[config.mk]
export PLATFORM = sky130hd
export DESIGN_NAME = seq_sdivmod
export DESIGN_NICKNAME = d
export VERILOG_FILES = /design/src/rtl/sdivmod_pkg.sv /design/src/rtl/sdivmod_step.sv /design/src/rtl/seq_sdivmod.sv
export SDC_FILE = /design/constraint.sdc
export NUM_CORES = 1
export LEC_CHECK = 0
export BUFFER_PORTS_ARGS = -buffer_cell sky130_fd_sc_hd__clkbuf_2
export CORE_AREA = 2 2 260 262
export DETAILED_ROUTE_END_ITERATION = 6
export DIE_AREA = 0 0 262 264
export PLACE_DENSITY = 0.51
export SETUP_SLACK_MARGIN = 0.1
export SLEW_MARGIN = 15
export SYNTH_ARGS = -nofsm -noshare
export SYNTH_HDL_FRONTEND = slang
export SYNTH_SLANG_ARGS = --single-unit
[constraint.sdc]
create_clock -name clk -period 4.56 [get_ports clk]
set_input_delay 0.912 -clock clk [delete_from_list [all_inputs] [get_ports clk]]
set_output_delay 0.912 -clock clk [all_outputs]
set_load 0.02 [all_outputs]
[src/rtl/sdivmod_pkg.sv]
`default_nettype none
// ============================================================================
// Module      : sdivmod_pkg
// Description : Shared constants for the iterative signed divider: default
//               operand width and the FSM state encoding.
// Revision    : 1.0 - initial release
// ============================================================================
package sdivmod_pkg;

    localparam int DEFAULT_DATAWIDTH = 64;

    // FSM state encoding
    localparam logic [1:0] c_st_idle = 2'd0;
    localparam logic [1:0] c_st_calc = 2'd1;
    localparam logic [1:0] c_st_sign = 2'd2;
    localparam logic [1:0] c_st_done = 2'd3;

endpackage : sdivmod_pkg
`default_nettype wire

[src/rtl/sdivmod_step.sv]
`default_nettype none
// ============================================================================
// Module      : sdivmod_step
// Description : One combinational restoring-division step. Shifts the next
//               dividend bit into the partial remainder and subtracts the
//               divisor magnitude when it fits.
// Revision    : 1.0 - initial release
// ============================================================================
module sdivmod_step
    import sdivmod_pkg::*;
#(
    parameter int DATAWIDTH = DEFAULT_DATAWIDTH
) (
    input  logic [DATAWIDTH:0]   i_rem,
    input  logic                 i_bit,
    input  logic [DATAWIDTH-1:0] i_divisor,
    output logic [DATAWIDTH:0]   o_rem,
    output logic                 o_qbit
);

    logic [DATAWIDTH+1:0] w_shift;
    logic [DATAWIDTH:0]   w_diff;

    // Shifted remainder is kept one bit wider than the stored remainder so the
    // comparison sees every bit; the stored remainder never exceeds the divisor.
    assign w_shift = {i_rem, i_bit};
    assign o_qbit  = (w_shift >= {2'b00, i_divisor});
    assign w_diff  = w_shift[DATAWIDTH:0] - {1'b0, i_divisor};
    assign o_rem   = o_qbit ? w_diff : w_shift[DATAWIDTH:0];

endmodule : sdivmod_step
`default_nettype wire

[src/rtl/seq_sdivmod.sv]
`default_nettype none
// ============================================================================
// Module      : seq_sdivmod
// Description : Multi-cycle signed divider (radix-2 restoring) producing
//               quotient and remainder with valid/ready handshakes. Divide by
//               zero and MIN/-1 are resolved at acceptance.
// Revision    : 1.0 - initial release
// ============================================================================
module seq_sdivmod
    import sdivmod_pkg::*;
#(
    parameter int DATAWIDTH = DEFAULT_DATAWIDTH
) (
    input  logic                        clk,
    input  logic                        rst,
    input  logic                        in_valid,
    output logic                        in_ready,
    input  logic signed [DATAWIDTH-1:0] a,
    input  logic signed [DATAWIDTH-1:0] b,
    output logic                        out_valid,
    input  logic                        out_ready,
    output logic signed [DATAWIDTH-1:0] q,
    output logic signed [DATAWIDTH-1:0] r,
    output logic                        r_zero,
    output logic                        div_zero
);

    localparam int                   c_cnt_w = $clog2(DATAWIDTH + 1);
    localparam logic [DATAWIDTH-1:0] c_min   = {1'b1, {(DATAWIDTH-1){1'b0}}};
    localparam logic [DATAWIDTH-1:0] c_one   = {{(DATAWIDTH-1){1'b0}}, 1'b1};

    logic [1:0]           r_state;
    logic [c_cnt_w-1:0]   r_cnt;
    logic [DATAWIDTH-1:0] r_dvd;
    logic [DATAWIDTH-1:0] r_dvs;
    logic [DATAWIDTH:0]   r_rem;
    logic [DATAWIDTH-1:0] r_quot;
    logic                 r_sa;
    logic                 r_sb;
    logic                 r_out_valid;
    logic [DATAWIDTH-1:0] r_q;
    logic [DATAWIDTH-1:0] r_r;
    logic                 r_rz;
    logic                 r_dz;

    logic [DATAWIDTH-1:0] w_a_abs;
    logic [DATAWIDTH-1:0] w_b_abs;
    logic                 w_b_zero;
    logic                 w_ovf;
    logic [DATAWIDTH:0]   w_step_rem;
    logic                 w_step_q;
    logic [DATAWIDTH-1:0] w_q_fix;
    logic [DATAWIDTH-1:0] w_r_fix;

    // |MIN| wraps to MIN, which is the correct magnitude read as unsigned.
    assign w_a_abs  = a[DATAWIDTH-1] ? (~a + c_one) : a;
    assign w_b_abs  = b[DATAWIDTH-1] ? (~b + c_one) : b;
    assign w_b_zero = (b == '0);
    assign w_ovf    = (a == c_min) && (b == '1);

    // Quotient truncates toward zero; remainder follows the dividend's sign.
    assign w_q_fix = (r_sa ^ r_sb) ? (~r_quot + c_one) : r_quot;
    assign w_r_fix = r_sa ? (~r_rem[DATAWIDTH-1:0] + c_one) : r_rem[DATAWIDTH-1:0];

    sdivmod_step #(
        .DATAWIDTH (DATAWIDTH)
    ) u_step (
        .i_rem     (r_rem),
        .i_bit     (r_dvd[DATAWIDTH-1]),
        .i_divisor (r_dvs),
        .o_rem     (w_step_rem),
        .o_qbit    (w_step_q)
    );

    // Handshake flags come from registered state only.
    assign in_ready  = (r_state == c_st_idle);
    assign out_valid = r_out_valid;
    assign q         = r_q;
    assign r         = r_r;
    assign r_zero    = r_rz;
    assign div_zero  = r_dz;

    // Control FSM with iteration counter, operand and result registers.
    always_ff @(posedge clk) begin
        if (rst) begin
            r_state     <= c_st_idle;
            r_cnt       <= '0;
            r_dvd       <= '0;
            r_dvs       <= '0;
            r_rem       <= '0;
            r_quot      <= '0;
            r_sa        <= 1'b0;
            r_sb        <= 1'b0;
            r_out_valid <= 1'b0;
            r_q         <= '0;
            r_r         <= '0;
            r_rz        <= 1'b0;
            r_dz        <= 1'b0;
        end else begin
            case (r_state)
                c_st_idle: begin
                    if (in_valid && in_ready) begin
                        r_sa   <= a[DATAWIDTH-1];
                        r_sb   <= b[DATAWIDTH-1];
                        r_dvd  <= w_a_abs;
                        r_dvs  <= w_b_abs;
                        r_cnt  <= c_cnt_w'(DATAWIDTH);
                        r_rem  <= '0;
                        r_quot <= '0;
                        if (w_b_zero) begin
                            r_q     <= '1;
                            r_r     <= a;
                            r_rz    <= (a == '0);
                            r_dz    <= 1'b1;
                            r_state <= c_st_done;
                        end else if (w_ovf) begin
                            r_q     <= c_min;
                            r_r     <= '0;
                            r_rz    <= 1'b1;
                            r_dz    <= 1'b0;
                            r_state <= c_st_done;
                        end else begin
                            r_dz    <= 1'b0;
                            r_state <= c_st_calc;
                        end
                    end
                end
                c_st_calc: begin
                    r_rem  <= w_step_rem;
                    r_quot <= {r_quot[DATAWIDTH-2:0], w_step_q};
                    r_dvd  <= {r_dvd[DATAWIDTH-2:0], 1'b0};
                    r_cnt  <= r_cnt - c_cnt_w'(1);
                    if (r_cnt == c_cnt_w'(1)) begin
                        r_state <= c_st_sign;
                    end
                end
                c_st_sign: begin
                    r_q     <= w_q_fix;
                    r_r     <= w_r_fix;
                    r_rz    <= (r_rem[DATAWIDTH-1:0] == '0);
                    r_state <= c_st_done;
                end
                c_st_done: begin
                    // Results settle on DONE entry; valid follows one cycle later.
                    if (!r_out_valid) begin
                        r_out_valid <= 1'b1;
                    end else if (out_ready) begin
                        r_out_valid <= 1'b0;
                        r_state     <= c_st_idle;
                    end
                end
                default: begin
                    r_state <= c_st_idle;
                end
            endcase
        end
    end

endmodule : seq_sdivmod
`default_nettype wire

==> Word-level counts from Yosys, hierarchy flattened <==
Index checks and enable logic that the tools add are counted.
{ "totals": {"reg_bits": 399, "inputBits": 132, "out_inout_bits": 132, "wordCells": 83} }
{ "classes": {"n_addsub": 6, "n_lt_le_gt_ge": 1, "eq_ne": 11, "n_mux": 35, "bitwise": 5, "n_reduce_logical": 12} }
{ "ops": {"columns": ["op", "count"], "rows": [
  ["64-bit 2-to-1 mux", 12],
  ["64-bit case mux with 2 select lines", 4],
  ["64-bit by 1-bit adder with 64-bit output (second input constant)", 4],
  ["64-bit NOT", 4],
  ["64-bit zero test", 3],
  ["65-bit 2-to-1 mux", 2],
  ["65-bit case mux with 2 select lines", 1],
  ["64-bit equality test (second input constant)", 2],
  ["66-bit by 64-bit >= comparator with 1-bit output", 1],
  ["65-bit by 64-bit subtractor with 65-bit output", 1],
  ["7-bit case mux with 2 select lines", 1],
  ["2-bit 2-to-1 mux", 6],
  ["2-bit case mux with 4 select lines", 1],
  ["7-bit by 1-bit equality test with 1-bit output (second input constant)", 1],
  ["7-bit 2-to-1 mux", 1],
  ["7-bit by 1-bit subtractor with 7-bit output (second input constant)", 1],
  ["1-bit 2-to-1 mux", 6],
  ["2-bit inequality test (second input constant)", 3],
  ["2-bit equality test (second input constant)", 2],
  ["2-bit AND reduction", 2],
  ["4-bit AND reduction", 1],
  ["2-bit nonzero test", 2],
  ["3-bit by 1-bit inequality test with 1-bit output (second input constant)", 1],
  ["3-bit AND reduction", 1],
  ["other kinds (6)", 7]
]} }

==> Depth between registers and ports, before layout <==
Gate-level depths: netlist of run 1.
{ "depth": {"word_depth": 6, "ltp_mapped": 16, "mapped_depth_nobuf": 14} }

==> By module <==
Synthesis of run 1 repeated with hierarchy kept, for this count alone.
{ "unflattened": {"hier_cells": 3371, "hier_area_um2": 25959.9} }
{ "modules_own_cells": {"columns": ["mod", "instances", "cells_per_inst", "area_each_um2", "seq_area_each_um2"], "rows": [
  ["seq_sdivmod", 1, 2604, 21115.3, 7987.7],
  ["sdivmod_step", 1, 767, 4844.6, 0.0]
]} }

==> Worst setup path before layout of run 1 <==
OpenSTA, ideal clock, no wires.
{ "synth_path": {"kind": "input -> register", "startpoint": "input b[54]", "endpoint": "register r_r[37] (netlist: r[37])", "setup_ps": 132, "t_arrival_ps": 4074, "t_required_ps": 4428, "slack_ps": 354, "cell_stages": 11, "n_path_buf": 2, "path_cell_list": "or4_1 -> nor4_1 -> or4b_2 -> or4_1 -> o31a_1 -> nand3b_1 -> a21boi_1 -> clkbuf_1 -> clkbuf_1 -> a221oi_1 -> nor3_1"} }
{ "synth_between": {"elab_chain_cells": 4, "elab_cells_between_ends": 8, "cone_classes": "2 x eq/ne; 3 x mux; 3 x reduce/logical"} }
{ "synth_lines": {"columns": ["item", "line_no", "text"], "rows": [
  ["start: declaration", "seq_sdivmod.sv:19", "input logic signed [DATAWIDTH-1:0] b,"],
  ["64-bit equality test or 64-bit zero test (tied branches)", "seq_sdivmod.sv:59, seq_sdivmod.sv:58", null],
  ["1-bit logical AND or 64-bit 2-to-1 mux (tied branches)", "seq_sdivmod.sv:59, seq_sdivmod.sv:110", null],
  ["3-bit by 1-bit inequality test with 1-bit output (no line) or 64-bit 2-to-1 mux (tied branches)", null, null],
  ["3-bit AND reduction (no line) or 64-bit case mux with 2 select lines (tied branches)", null, null],
  ["end signal: assignment", "seq_sdivmod.sv:139", "r_r <= w_r_fix;"],
  ["end: declaration", "seq_sdivmod.sv:42", "logic [DATAWIDTH-1:0] r_r;"]
]} }
Parallel ways exist; a longest one is shown, timed or not. The select of a mux whose other input is x is not followed.
A chain may end at the register's enable or synchronous reset.

==> Final worst setup path of run 1 <==
{ "layout_path": {"startpoint": "register r_rem[13]", "endpoint": "register r_r[55] (netlist: r[55])"} }
{ "layout_between": {"elab_chain_cells": 4} }
{ "layout_lines": {"columns": ["item", "line_no", "text"], "rows": [
  ["start: declaration", "seq_sdivmod.sv:36", "logic [DATAWIDTH:0] r_rem;"],
  ["start signal: assignment", "seq_sdivmod.sv:129", "r_rem <= w_step_rem;"],
  ["64-bit NOT", "seq_sdivmod.sv:63", "assign w_r_fix = r_sa ? (~r_rem[DATAWIDTH-1:0] + c_one) : r_rem[DATAWIDTH-1:0];"],
  ["64-bit by 1-bit adder with 64-bit output", "seq_sdivmod.sv:63", null],
  ["64-bit 2-to-1 mux", "seq_sdivmod.sv:63", null],
  ["64-bit case mux with 2 select lines", "seq_sdivmod.sv:100", "case (r_state)"]
]} }
Every way passes these cells.

==> impl_metrics.py, run 1 <==
metrics = {
    "worst_setup_path": {
        "crit_fanout": 8,
        "critical_path_class": "flop to flop",
        "worstPathRequired_ps": 5010,
        "cp_data_arrival_time_ps": 4610,
        "critical_path_depth": 10,
        "crit_path_start_kind": "flop",
        "path_cells": "or4_1 > or4_4 > or4_1 > or4_4 > or2_1 > o41a_1 > xnor2_1 > nor2_1 > a31oi_1 > a211oi_1",
        "cp_num_buf_inv": 0,
        "slowest_stage": "or4_4",
        "reg2reg_depth": 10,
        "cpPeakStageDelay_ps": 610,
        "critical-path-top-delay-family": "simple AND/OR/NAND/NOR gates",
        "cp-end-kind": "flop",
    },
    "logic_synthesis": {
        "synth.distinct_cells": 67,
        "syn_nets": 3500,
        "avgSynthCellArea_um2": 7.59,
        "synth-main-ff-cell": "dfxtp_1",
        "yosysSeqAreaShare_pct": 32.0,
        "yosysMostFrequentCell": "dfxtp_1",
        "async_flop_share_pct": 0,
        "synth_edf_count": 0,
        "synth_top_area_cell": "dfxtp_1",
        "syn_area_mm2": 0.0250,
        "yosysTopAreaCellShare_pct": 32.0,
        "synth_area_leaders": "dfxtp_1, xor2_1, nor2_1, nand2_1, xnor2_1",
        "synth_common_cells": "dfxtp_1, nor2_1, nand2_1, a21oi_1, clkbuf_1",
        "yosysWarnings": 0,
        "synthCells": 3292,
        "ys_ff_latch": 399,
    },
    "power": {
        "seq_power_share_pct": 33.4,
        "intPower_uw": 7880,
        "p_sw_share_pct": 39.5,
        "p_leak_uw": 0.0116,
        "pwr-share-clk_pct": 30.5,
        "peakVddDrop_uv": 266,
        "power_uw": 13000,
        "comb_power_share_pct": 36.1,
        "p_sw_uw": 5140,
        "powerDensity_mw_per_mm2": 448,
    },
    "clock_tree": {
        "cts.reportedPaths.clkPinSlew_ps": 60,
        "cts-htree-levels": 2,
        "clk_latency_ps": 590,
        "root_buffer": "clkbuf_16",
        "clk_path_buf_depth": 3,
        "hold_buffers": 0,
        "cts_tree": "done",
        "numCtsBuffers": 47,
        "cts_sinks": 399,
    },
    "min_path": {
        "hold_depth": 2,
        "hold_path_class": "flop to flop",
    },
    "sta": {
        "period_share_pct": 91.1,
        "hold_ws_ps": 452,
        "final_hold_viol_count": 0,
        "fmax_mhz": 241,
        "rsz0062_at_grt": "no",
        "setup_viol": 0,
        "drv_slew": 0,
        "period_needed_ps": 4150,
        "worst_slew_pin_slew_ps": 1150,
        "max-slew-margin-rel_pct": 23.2,
        "fin_skew_ps": 27.8,
    },
    "drt": {
        "wirelength_mm": 84.6,
        "vias": 24596,
        "drt_pass1_iterations": 6,
        "drc": 0,
        "via_per_inst": 5.63,
        "ant_nets": 0,
        "avgRoutedWirePerCell_um": 19.4,
        "dr.first_iter.drc_count": 1835,
    },
    "global_routing": {
        "grt_max_degree": 203,
        "grt_pass1_vias": 22789,
        "grt_pass1_wl_mm": 132,
        "grtUsageTotal_pct": 23.8,
        "antenna_found_initial": 2,
        "overflow": 0,
    },
    "cells_and_area": {
        "nNetsFinal": 3660,
        "area_growth_pct": 16.4,
        "layout-drive-gt1-share_pct": 14.0,
        "finalInstanceArea_mm2": 0.0291,
        "fill_cells": 6865,
    },
    "outcome": {
        "status": "finished, final reports clean",
    },
    "placed_design": {
        "dpl.hpwl_mm": 63.3,
        "numPortBuffers": 263,
        "placed_area_mm2": 0.0274,
        "finalWeightedCongestion": 0.915,
    },
    "flow_run": {
        "maxCapViolations": 0,
    },
    "floorplanning": {
        "die_h_um": 264,
        "die_w_um": 262,
        "rows": 95,
        "start_util_pct": 37.5,
        "ioPinCount": 264,
        "core_area_mm2": 0.0666,
        "die-area_mm2": 0.0692,
    },
}
-- tightest hold or removal path, cell delays in order, from the launching register on --
cell and delay (ps):
dfxtp_1 310, nand2_1 50, a21oi_1 50
-- sequential cells by signal (all words and copies together) (netlist names), 2 cells and up --
signal,cells
r_rem,65
q,64
r,64
r_dvd,64
r_dvs,64
r_quot,64
r_cnt,7
r_state,2
-- metal layers --
layer  vias up  routed length, um  GRT usage [%]
met1     11623              42400           36.5
met3       104               5010           2.88
met5         -                 12              0
met4         2               2270           6.54
met2       699              34900           34.5
li1      12168                  -              -
-- worst paths after layout --
check	start	to	slack [ps]
hold / removal	r_dvd[12]	r_dvd[12]	450
setup reg to reg	r_rem[13]	r[55]	410
hold reg to reg	r_dvd[12]	r_dvd[12]	450
setup / recovery	r_rem[13]	r[55]	410
-- power by group through the flow --
| stage | logic [uW] | registers, uW | clock network (uW) |
|---|---|---|---|
| global route | 5220 | 4410 | 4210 |
| floorplan | 3200 | 4430 | 0 |
| finish | 4710 | 4350 | 3970 |
| CTS | 4670 | 4350 | 4070 |
| global placement | 4620 | 4400 | 0 |
| detailed placement | 4650 | 4420 | 0 |
-- per-stage QoR --
stage / util [%] / setup slack [ps] / instances / setup TNS, ps
final: 43.7 / 408 / 4366 / 0
after global routing: 43.7 / 198 / 4365 / 0
after global placement: 41.2 / -22.2 / 4275 / -114
after detailed placement: 41.2 / -107 / 4275 / -4450
after floorplan: - / 354 / 3292 / 0
after CTS: 43.6 / 109 / 4363 / 0
-- placed cells by master, fill, tap and decap left out, types with 74 or more instances in the layout --
cell and n:
o21ai_0 207, clkbuf_2 262, xnor2_1 147, a211oi_1 133
dfxtp_1 398, a22oi_1 74, nor3_1 118, nor2_1 366
buf_4 87, a21oi_1 241, inv_1 105, nand2_1 363
xor2_1 163
-- cell type report --
cell class	count	area [um^2]	area share [%]
Timing Repair Buffer	361	2210	7.59
Multi-Input combinational cell	2538	15800	54.2
Tap cell	873	1090	3.76
Antenna cell	2	5.00	0.0172
Sequential cell	399	7990	27.5
Inverter	105	394	1.36
Clock inverter	24	298	1.02
Clock buffer	64	1330	4.58
-- kinds of logic (layout without fill, tap and decap cells) --
kind of cell,after synthesis,after routing,synth area share [%]
compound gates,973,973,25.5
xor+xnor,312,312,10.9
fa+ha+maj,76,76,3.84
buf+inv,355,554,5.40
flops,399,399,32.0
mux,40,40,1.60
other cells,0,2,0
simple gates,1137,1137,20.8
-- timing repair --
item,4_1_cts,5_1_grt
buffers inserted,0,0
endpoints found under the setup margin,0,1
gates resized for setup,0,2
No activity file was read; power rests on OpenSTA's default activity.
==> run 2: changes to the inputs <==
- BUFFER_PORTS_ARGS: -buffer_cell sky130_fd_sc_hd__clkbuf_2 -> -buffer_cell sky130_fd_sc_hd__buf_2
==> impl_metrics.py, run 2 (same netlist as run 1, synthesis figures left out) <==
metrics = {
    "outcome": {
        "status": "finished, final reports clean",
    },
    "placed_design": {
        "numPortBuffers": 263,
        "finalWeightedCongestion": 0.909,
        "dpl.hpwl_mm": 62.5,
    },
    "sta": {
        "final_hold_viol_count": 0,
        "period_needed_ps": 4140,
        "setup_viol": 0,
        "fmax_mhz": 242,
        "period_share_pct": 90.7,
        "fin_skew_ps": 20.4,
        "worst_slew_pin_slew_ps": 1070,
        "rsz0062_at_grt": "no",
        "hold_ws_ps": 451,
        "drv_slew": 0,
        "max-slew-margin-rel_pct": 28.3,
    },
    "worst_setup_path": {
        "critical_path_class": "flop to flop",
        "r2r_slack_ps": 420,
        "r2r_end": "r[55]",
        "crit_path_start_kind": "flop",
        "reg2reg_depth": 10,
        "r2r-start": "r_rem[13]",
        "crit_fanout": 8,
        "cp-end-kind": "flop",
        "cp_data_arrival_time_ps": 4590,
        "worstPathRequired_ps": 5010,
    },
    "floorplanning": {
        "ioPinCount": 264,
        "start_util_pct": 37.5,
        "die_h_um": 264,
        "die_w_um": 262,
        "core_area_mm2": 0.0666,
        "rows": 95,
        "die-area_mm2": 0.0692,
    },
    "global_routing": {
        "grt_pass1_wl_mm": 131,
        "grtUsageTotal_pct": 23.6,
        "grt_pass1_vias": 22539,
        "antenna_found_initial": 4,
        "grt_max_degree": 203,
        "overflow": 0,
    },
    "clock_tree": {
        "cts_tree": "done",
        "hold_buffers": 0,
        "root_buffer": "clkbuf_16",
        "numCtsBuffers": 48,
        "clk_path_buf_depth": 3,
        "cts_sinks": 399,
        "clk_latency_ps": 600,
        "cts-htree-levels": 2,
        "cts.reportedPaths.clkPinSlew_ps": 60,
    },
    "cells_and_area": {
        "layout_common_cells": "dfxtp_1, nor2_1, nand2_1",
        "top_register": "r_rem",
        "layout-drive-gt1-share_pct": 13.8,
        "largest_register_ffs": 65,
        "final_common_cell": "dfxtp_1",
        "nNetsFinal": 3657,
        "area_growth_pct": 15.7,
    },
    "min_path": {
        "hold_depth": 2,
        "hold_start": "r_dvs[35]",
        "hold_path_class": "flop to flop",
        "whs_endpoint": "r_dvs[35]",
    },
    "power": {
        "p_leak_uw": 0.0116,
        "power_uw": 12700,
        "peakVddDrop_uv": 211,
        "powerDensity_mw_per_mm2": 441,
    },
    "drt": {
        "avgRoutedWirePerCell_um": 19.3,
        "drt-met1-wl_mm": 41.9,
        "drc": 0,
        "ant_nets": 0,
        "met3_wirelength_mm": 5.11,
        "routed.top_layer": "met5",
        "drt_pass1_iterations": 5,
        "via_per_inst": 5.60,
        "wirelength_mm": 83.9,
        "met2_length_mm": 34.7,
        "vias": 24374,
        "dr.first_iter.drc_count": 1721,
    },
    "flow_run": {
        "maxCapViolations": 0,
    },
}
-- run 2: how the worst max path moves through the flow --
stage                          from  slack [ps]         to  cells past startpoint
after floorplan               b[54]         350      r[37]                     11
after global placement        b[54]         -30      q[11]                     12
after detailed placement      b[54]        -130      q[15]                     12
after CTS                  r_rem[7]         290  r_rem[63]                     13
after global routing          b[54]         180       q[6]                     12
final                     r_rem[13]         420      r[55]                     10
-- run 2: area by class of cell --
| cell class | count | area, um^2 |
|---|---|---|
| tap | 873 | 1090 |
| multi-input combinational | 2538 | 15800 |
| fill | 6861 | 37700 |
| clock buffer | 63 | 1320 |
| sequential | 399 | 7990 |
| inverter | 105 | 394 |
| timing repair buffer | 357 | 2180 |
| antenna | 1 | 2.50 |
| clock inverter | 20 | 174 |
-- run 2: per-stage QoR --
stage / util (%) / TNS, ps / setup WS [ps] / std cells / instance area (um^2)
floorplan: - / 0 / 354 / 3292 / 25000
global placement: 41.1 / -444 / -28.6 / 4271 / 27400
detailed placement: 41.1 / -6390 / -126 / 4271 / 27400
CTS: 43.4 / 0 / 291 / 4354 / 28900
global route: 43.4 / 0 / 176 / 4356 / 28900
finish: 43.4 / 0 / 424 / 4356 / 28900
-- run 2: where the power goes --
group | internal [uW] | switching [uW]
registers | 4010 | 339
logic | 1490 | 3200
clock network | 2140 | 1570
total | 7640 | 5110
-- run 2: repair_timing --
action / in CTS / in global routing
buffers inserted: 0 / 0
gates resized for setup: 0 / 1
setup endpoints to repair: 0 / 1
-- run 2: routing by layer --
layer	vias up	GRT usage, %
met2	691	34.4
met5	-	0
met4	6	6.52
met1	11415	35.7
met3	109	3.49
li1	12153	-
-- run 2: worst max-delay path, cell delays in order, from the launching register on --
cell	delay, ps
dfxtp_1	400
or4_1	580
or4_4	450
or4_1	490
or4_4	610
or2_1	330
o41a_1	350
xnor2_1	310
nor2_1	90
a31oi_1	270
a211oi_1	120
==> run 3: changes to the inputs <==
- PLACE_DENSITY: 0.51 -> unset
==> impl_metrics.py, run 3 (same netlist as run 1, synthesis figures left out) <==
metrics = {
    "sta": {
        "tns_ps": 0,
        "fin_skew_ps": 23.1,
        "setup_slack_ps": 561,
        "drv_slew": 0,
        "period_needed_ps": 4000,
        "final_hold_viol_count": 0,
        "setup_viol": 0,
        "fmax_mhz": 250,
        "worst_slew_pin_slew_ps": 934,
        "period_share_pct": 87.7,
        "rsz0062_at_grt": "no",
        "max-slew-margin-rel_pct": 37.8,
    },
    "drt": {
        "vias": 24136,
        "drt_pass1_iterations": 5,
        "via_per_inst": 5.54,
        "avgRoutedWirePerCell_um": 18.5,
        "ant_nets": 0,
        "wirelength_mm": 80.6,
        "drc": 0,
        "dr.first_iter.drc_count": 2073,
    },
    "power": {
        "p_sw_uw": 5020,
        "intPower_uw": 7770,
        "seq_power_share_pct": 33.8,
        "pwr-share-clk_pct": 29.7,
        "powerDensity_mw_per_mm2": 442,
        "comb_power_share_pct": 36.5,
        "p_sw_share_pct": 39.3,
        "peakVddDrop_uv": 352,
        "p_leak_uw": 0.0116,
    },
    "floorplanning": {
        "die_w_um": 262,
        "rows": 95,
        "ioPinCount": 264,
        "start_util_pct": 37.5,
        "core_area_mm2": 0.0666,
        "die-area_mm2": 0.0692,
        "die_h_um": 264,
    },
    "min_path": {
        "hold_start": "r_dvd[34]",
        "whs_endpoint": "r_dvd[34]",
        "hold_path_class": "flop to flop",
        "hold_depth": 2,
    },
    "clock_tree": {
        "root_buffer": "clkbuf_16",
        "cts_sinks": 399,
        "cts-htree-levels": 2,
        "clk_path_buf_depth": 3,
        "cts_tree": "done",
        "post_cts_resized": 0,
        "cts_setup_buffers": 0,
        "hold_buffers": 0,
        "clk_latency_ps": 590,
        "numCtsBuffers": 46,
        "cts.reportedPaths.clkPinSlew_ps": 60,
    },
    "worst_setup_path": {
        "cp_data_arrival_time_ps": 4450,
        "r2r-start": "r_rem[13]",
        "crit_fanout": 47,
        "r2r_slack_ps": 570,
        "r2r_end": "r[55]",
        "crit_path_start_kind": "primary input",
        "critical_path_class": "primary input to flop",
        "cp-end-kind": "flop",
        "reg2reg_depth": 10,
        "worstPathRequired_ps": 5010,
    },
    "cells_and_area": {
        "fill_cells": 6870,
        "nNetsFinal": 3655,
        "area_growth_pct": 15.8,
        "largest_register_ffs": 65,
        "layout-drive-gt1-share_pct": 13.7,
        "top_register": "r_rem",
        "final_common_cell": "dfxtp_1",
        "layout_common_cells": "dfxtp_1, nor2_1, nand2_1",
    },
    "global_routing": {
        "grtUsageTotal_pct": 22.6,
        "antenna_found_initial": 3,
        "grt_pass1_vias": 21803,
        "grt_max_degree": 135,
        "overflow": 0,
        "grt_pass1_wl_mm": 126,
    },
    "flow_run": {
        "maxCapViolations": 0,
    },
    "placed_design": {
        "dpl.hpwl_mm": 59.0,
        "numPortBuffers": 263,
        "finalWeightedCongestion": 0.918,
        "pre_cts_slack_ps": 36.3,
    },
    "outcome": {
        "status": "finished, final reports clean",
    },
}
==> run 3: power groups by stage <==
stage / logic [uW] / clock network (uW) / registers (uW)
final: 4670 / 3800 / 4320
after global placement: 4620 / 0 / 4390
after detailed placement: 4630 / 0 / 4390
after floorplan: 3200 / 0 / 4430
after CTS: 4640 / 3870 / 4320
after global routing: 5160 / 4020 / 4380
==> run 3: final cells by class <==
cell class              count  area (um^2)  share of cell area [%]
diodes                      4         10.0                  0.0346
clock buffers              64         1350                    4.67
clock inverters            13          175                   0.605
inverters                 105          394                    1.36
multi-input cells        2538        15800                    54.5
flip-flops and latches    399         7990                    27.6
well taps                 873         1090                    3.77
repair buffers            357         2160                    7.45
==> run 3: worst max-delay path by stage <==
stage                     startpoint     to  slack, ps  depth (start not counted)
final                          b[54]  r[14]        560                         11
after global routing       r_rem[13]  r[52]        380                          9
after CTS                  r_rem[13]  r[55]        620                         10
after detailed placement       b[54]   r[5]         40                         12
after global placement         a[28]  r[16]        110                         13
after floorplan                b[54]  r[37]        350                         11
==> run 3: through the flow <==
step	cells	power, uW	hold WS (ps)	cell area, um^2	util (%)
after floorplan	3292	7620	426	25000	-
after global placement	4272	9000	440	27400	41.1
after detailed placement	4272	9010	443	27400	41.1
after CTS	4349	12800	451	28900	43.4
after global routing	4351	13600	466	28900	43.5
final	4353	12800	450	28900	43.5
==> run 3: critical path: stages <==
cell	delay [ps]
buf_2	100
or4_1	540
nor4_1	260
or4b_2	630
or4_1	720
o31a_1	190
nand3b_1	180
a21boi_4	250
buf_12	230
a221oi_1	290
nor3_1	80
==> run 3: routing by layer <==
layer | track usage, % | routed length, um
met2 | 32.2 | 33300
met4 | 6.05 | 1830
met5 | 0 | 0
met1 | 34.7 | 40300
met3 | 3.39 | 5190
